$ cat config.mk
export PLATFORM = sky130hd
export DESIGN_NAME = pc_target_unit
export DESIGN_NICKNAME = d
export VERILOG_FILES = /design/src/rtl/mips_pkg.sv /design/src/rtl/pc_target_calc.sv /design/src/rtl/pc_target_unit.sv
export SDC_FILE = /design/constraint.sdc
export NUM_CORES = 1
export LEC_CHECK = 0
export CORE_ASPECT_RATIO = 0.75
export CORE_MARGIN = 2
export CORE_UTILIZATION = 30
export CTS_CLUSTER_DIAMETER = 80
export CTS_CLUSTER_SIZE = 30
export DETAILED_ROUTE_END_ITERATION = 10
export PLACE_DENSITY = 0.56
export SLEW_MARGIN = 20
export SYNTH_ARGS = -nofsm -noshare
export SYNTH_HDL_FRONTEND = slang
export SYNTH_HIERARCHICAL = 1
export SYNTH_SLANG_ARGS = --single-unit
$ cat constraint.sdc
create_clock -name clk -period 5.5 [get_ports clk]
set_input_delay 0.55 -clock clk [delete_from_list [all_inputs] [get_ports clk]]
set_output_delay 0.55 -clock clk [all_outputs]
set_load 0.05 [all_outputs]
$ cat src/rtl/mips_pkg.sv
// Shared MIPS datapath constants: PC-unit state encoding and default widths.
package mips_pkg;

  localparam logic RUN  = 1'b0;
  localparam logic HOLD = 1'b1;

  localparam int DEFAULT_DATA_W      = 32;
  localparam int DEFAULT_ALIGN_SHIFT = 2;

endpackage

$ cat src/rtl/pc_target_calc.sv
// Combinational next-PC target generator: sequential, branch, jump and
// jump-register targets plus the priority select between them.
module pc_target_calc
  import mips_pkg::*;
#(
  parameter int DATA_W      = DEFAULT_DATA_W,
  parameter int JADDR_W     = 26,
  parameter int IMM_W       = 16,
  parameter int ALIGN_SHIFT = DEFAULT_ALIGN_SHIFT,
  parameter int JUMP_MODE   = 1
) (
  input  logic [DATA_W-1:0]  pc,
  input  logic               branch_taken,
  input  logic [IMM_W-1:0]   branch_imm,
  input  logic               jump,
  input  logic [JADDR_W-1:0] jump_addr,
  input  logic               jump_reg,
  input  logic [DATA_W-1:0]  reg_target,
  output logic [DATA_W-1:0]  pc_plus4,
  output logic [DATA_W-1:0]  target,
  output logic               redirect,
  output logic               jr_misaligned
);

  localparam logic [DATA_W-1:0] STEP        = DATA_W'(1) << ALIGN_SHIFT;
  localparam logic [DATA_W-1:0] ALIGN_MASK  = STEP - DATA_W'(1);
  // Low bits replaced by the J-type field; everything above comes from pc_plus4.
  localparam logic [DATA_W-1:0] REGION_MASK =
    (DATA_W'(1) << (JADDR_W + ALIGN_SHIFT)) - DATA_W'(1);

  logic [DATA_W-1:0] imm_sext;
  logic [DATA_W-1:0] br_tgt;
  logic [DATA_W-1:0] j_tgt;
  logic [DATA_W-1:0] jr_tgt;

  assign pc_plus4 = pc + STEP;
  assign imm_sext = {{(DATA_W-IMM_W){branch_imm[IMM_W-1]}}, branch_imm};
  assign br_tgt   = pc_plus4 + (imm_sext << ALIGN_SHIFT);
  assign jr_tgt   = reg_target & ~ALIGN_MASK;
  assign redirect = jump_reg | jump | branch_taken;
  assign jr_misaligned = jump_reg & ((reg_target & ALIGN_MASK) != {DATA_W{1'b0}});

  generate
    if (JUMP_MODE == 0) begin : g_jmp_legacy
      assign j_tgt = DATA_W'(jump_addr);
    end else begin : g_jmp_region
      assign j_tgt = (pc_plus4 & ~REGION_MASK) | (DATA_W'(jump_addr) << ALIGN_SHIFT);
    end
  endgenerate

  // Priority select: jump_reg > jump > branch_taken > sequential.
  always_comb begin
    target = pc_plus4;
    if (jump_reg) begin
      target = jr_tgt;
    end else if (jump) begin
      target = j_tgt;
    end else if (branch_taken) begin
      target = br_tgt;
    end else begin
      target = pc_plus4;
    end
  end

endmodule

$ cat src/rtl/pc_target_unit.sv
// Registered program counter with stall hold and single-entry redirect replay.
module pc_target_unit
  import mips_pkg::*;
#(
  parameter int                 DATA_W       = DEFAULT_DATA_W,
  parameter int                 JADDR_W      = 26,
  parameter int                 IMM_W        = 16,
  parameter int                 ALIGN_SHIFT  = DEFAULT_ALIGN_SHIFT,
  parameter logic [DATA_W-1:0]  RESET_VECTOR = {DATA_W{1'b0}},
  parameter int                 JUMP_MODE    = 1
) (
  input  logic               clk,
  input  logic               reset,
  input  logic               stall,
  input  logic               branch_taken,
  input  logic [IMM_W-1:0]   branch_imm,
  input  logic               jump,
  input  logic [JADDR_W-1:0] jump_addr,
  input  logic               jump_reg,
  input  logic [DATA_W-1:0]  reg_target,
  output logic [DATA_W-1:0]  pc,
  output logic [DATA_W-1:0]  pc_plus4,
  output logic               redirect_pending,
  output logic               misaligned
);

  logic              state;
  logic [DATA_W-1:0] pend_tgt;
  logic [DATA_W-1:0] target;
  logic              redirect;
  logic              jr_misaligned;

  pc_target_calc #(
    .DATA_W      (DATA_W),
    .JADDR_W     (JADDR_W),
    .IMM_W       (IMM_W),
    .ALIGN_SHIFT (ALIGN_SHIFT),
    .JUMP_MODE   (JUMP_MODE)
  ) u_calc (
    .pc            (pc),
    .branch_taken  (branch_taken),
    .branch_imm    (branch_imm),
    .jump          (jump),
    .jump_addr     (jump_addr),
    .jump_reg      (jump_reg),
    .reg_target    (reg_target),
    .pc_plus4      (pc_plus4),
    .target        (target),
    .redirect      (redirect),
    .jr_misaligned (jr_misaligned)
  );

  assign redirect_pending = (state == HOLD);

  // PC / pending-redirect state machine; misaligned is flagged only on first acceptance.
  always_ff @(posedge clk) begin
    if (reset) begin
      pc         <= RESET_VECTOR;
      pend_tgt   <= {DATA_W{1'b0}};
      state      <= RUN;
      misaligned <= 1'b0;
    end else begin
      case (state)
        RUN: begin
          misaligned <= jr_misaligned;
          if (!stall) begin
            pc <= target;
          end else if (redirect) begin
            pend_tgt <= target;
            state    <= HOLD;
          end
        end
        HOLD: begin
          misaligned <= 1'b0;
          if (!stall) begin
            pc    <= pend_tgt;
            state <= RUN;
          end
        end
        default: begin
          misaligned <= 1'b0;
          state      <= RUN;
        end
      endcase
    end
  end

endmodule
==> results by group <==
Critical path
  • Setup crit end kind: flop
  • Worst Path Required: between 5 and 6 ns
  • Critical Path Fanout Max: 8
  • CP Cell Sequence: and4_1 -> nand4_1 -> or2_2 -> inv_1 -> nand2_1 -> xnor2_1 -> ha_1 -> a21oi_1 -> a21boi_1 -> or4b_1 -> a21oi_2 -> o31ai_2 -> a21oi_1 -> xor2_1 -> a211oi_1 -> mux2i_1 -> a211oi_1
  • Startpoint types: flop
  • Setup CP Type: reg -> reg
  • CP arrival: around 4.9 ns
  • Crit path max-delay family: simple AND/OR/NAND/NOR gates
  • CP bufs+invs: 1
  • Worst path max stage delay: about 0.50 ns
  • Slowest CP cell: or4b_1

Yosys
  • Count of cell types in the netlist: 60
  • Synthesized area: around 0.0060 mm^2
  • Synth Register Bits: 66
  • Synth Flop Type: dfxtp_1
  • Post-Synth XOR/XNOR Area: under 10%
  • Register area share after synthesis: between 20% and 30%
  • Compound-Gate Fraction of Synth Area: a little over a fifth
  • Adder-Cell Fraction of Synth Area: about 7.9%
  • Synthesized area per cell: roughly 8.0 um^2
  • Post-synthesis mux area share: approximately an eighth
  • Area contributors post-synth: dfxtp_1 22%, mux2i_1 12%, ha_1 7.5%
  • Largest family of logic cells by synthesized area: simple AND/OR/NAND/NOR gates
  • Synth top area share: about 22%
  • Post-synth top cells: 74 x mux2i_1, 66 x dfxtp_1, 64 x nand2b_1
  • Syn nets: roughly 860
  • Synth Area in Simple Gates: between 20% and 30%
  • EDFF count, synth: 0
  • Area leader, netlist: dfxtp_1
  • Mapped Cells: 747
  • Top-count cell post-synth: mux2i_1
  • Post-synthesis async set-or-reset flop share: 0%
  • Yosys warns: 6

Floorplanning
  • Die area: about 0.021 mm^2
  • Core Region: a little under 0.02 mm^2
  • Initial core utilization: between 30% and 40%
  • Die height: 126 um
  • Row count: 44
  • Die W: roughly 170 um
  • Num ports: ~150

CTS
  • Clock transition at path regs: around 0.060 ns
  • Postcts setup bufs: 0
  • CTS Sinks: 66
  • Clk root buf: clkbuf_16
  • Post-CTS Hold Fix Bufs: 0
  • H-tree Lvls: 3
  • Max clock buf depth: 2
  • Clock latency on the worst-skew pair: roughly 0.33 ns
  • PostCTS Resize Cnt: 0
  • CTS tree: done
  • Num CTS Buffers: 9

Timing
  • Pins Over Slew Limit: 0
  • Clk_skew: between 0.01 and 0.015 ns
  • Fin Setup TNS: 0 ns
  • Worst Max-Slew Pin Slew: ~1.1 ns
  • Max_slew headroom: ~28%
  • RSZ-0062 raised after global routing: no
  • Fmax: about 210 MHz
  • Setup violators final: 0
  • Period Utilization, post-route: between 80% and 90%
  • Min Tclk post-route: roughly 4.7 ns
  • Hold_ws: ~0.47 ns
  • Final hold violation count: 0

Finish
  • Layout cells sized above 1: about 4.9%
  • Final net count: between 900 and 1000
  • Design area: 0.00788 mm^2
  • Filler cells: slightly below 2000
  • Area grow syn2layout: 31.6%
  • Ant diodes: 0
  • Reg area: between 0.001 and 0.0015 mm^2
  • Multi-input gate area: between 0.004 and 0.005 mm^2

Drt
  • Drt initial violations: 443
  • Vias: between 5000 and 6000
  • DRC: 0
  • Detail Route Antenna Nets: 0
  • Post-Route WL: 20.2 mm
  • Vias per cell: slightly above 5
  • Routed length per instance: approximately 18 um
  • DR pass1 iterations: 5

Global routing
  • Initial antenna violation count: 0
  • Vias in the first global route: between 5000 and 6000
  • First-pass GRT wire length: ~30 mm
  • Tot GR Track Use: 18.8%
  • Grt total ovfl: 0
  • Largest net degree at the start of global routing: approximately 100

Placed design
  • Dpl hpwl: between 15 and 20 mm
  • IO Port Bufs: between 100 and 150
  • RePlAce Congestion: ~0.90
  • Post-place instance area: 0.00758 mm^2

Min path
  • Worst Hold Class: reg -> reg

Run status
  • Outcome: finished clean

Job
  • Max_cap viols: 0

Power
  • Maximum VDD drop: about 0.00012 V
  • LEAKAGE: ~3 nW
  • Pwr Density: between 200 and 250 mW/mm^2
metrics by stage:
step                total power [mW]  utilization (%)  setup slack [ns]  std cells
CTS                             1.92             40.6             0.825       1122
finish                          1.90             40.6             0.815       1122
floorplan                       1.07                -             0.305        747
global placement                1.33             39.0             0.946       1106
global route                    2.00             40.6             0.418       1122
detailed placement              1.32             39.0             0.893       1106
final timing paths:
check / cells past startpoint / start / slack, ns / endpoint
worst max-delay path: 17 / pc[7] / 0.82 / pc[29]
worst min-delay path: 2 / pend_tgt[15] / 0.47 / pend_tgt[15]
worst max register to register: 17 / pc[7] / 0.82 / pc[29]
worst min register to register: 2 / pend_tgt[15] / 0.47 / pend_tgt[15]
report_power, final:
group | internal [mW] | total [mW] | leakage [nW] | switching [mW]
sequential | 0.516 | 0.556 | 0.545 | 0.0399
clock | 0.354 | 0.582 | 0.142 | 0.228
combinational | 0.310 | 0.766 | 2.40 | 0.456
total | 1.18 | 1.90 | 3.09 | 0.724
per-layer routing:
layer / global-route usage (%) / share of wire [%] / vias to the layer above / routed length, um
met4: 4.61 / 1.4 / 0 / 281
met1: 29.0 / 52 / 2727 / 10600
met3: 2.15 / 3.9 / 16 / 795
met2: 27.4 / 42 / 143 / 8550
met5: 0 / 0 / - / 0
li1: - / - / 2904 / -
placed cells by master (no fill, tap or decap), types with 10 or more instances in the layout:
master             n
nand2b_1          64
mux2i_1           74
dfxtp_1           65
a21o_1            18
a211oi_1          43
nand3_1           18
xor2_1            17
nor3_1            11
nor2_1            51
nand2_1           52
o21ai_0           34
clkdlybuf4s50_1  144
inv_1             15
ha_1              36
xnor2_1           35
nor2b_1           37
and3_1            10
a21oi_1           38
state kept, by name, summed over array words and instances, names as in the netlist:
signal,flops
misaligned,1
redirect_pending,1
pend_tgt,32
pc,32
worst reg2reg max path: stages, from the launching register on:
cell	delay, ns
dfxtp_1	0.49
and4_1	0.31
nand4_1	0.23
or2_2	0.39
inv_1	0.07
nand2_1	0.06
xnor2_1	0.48
ha_1	0.43
a21oi_1	0.17
a21boi_1	0.13
or4b_1	0.50
a21oi_2	0.16
o31ai_2	0.12
a21oi_1	0.21
xor2_1	0.11
a211oi_1	0.37
mux2i_1	0.13
a211oi_1	0.23
kinds of logic after synthesis:
logic type | after synthesis
XOR/XNOR | 52
buffers and inverters | 63
AND/OR/NAND/NOR | 272
AO/OA/AOI/OAI | 183
flip-flops | 66
adder cells (fa/ha/maj) | 37
multiplexers | 74
final cells by class:
class | instances | share of cell area (%)
multi-input cells | 618 | 55.5
repair buffers | 154 | 19.2
flip-flops and latches | 66 | 16.8
well taps | 253 | 4.02
clock buffers | 9 | 2.86
clock inverters | 7 | 0.968
inverters | 15 | 0.714
Note: power is estimated with default switching activity, not from simulation.
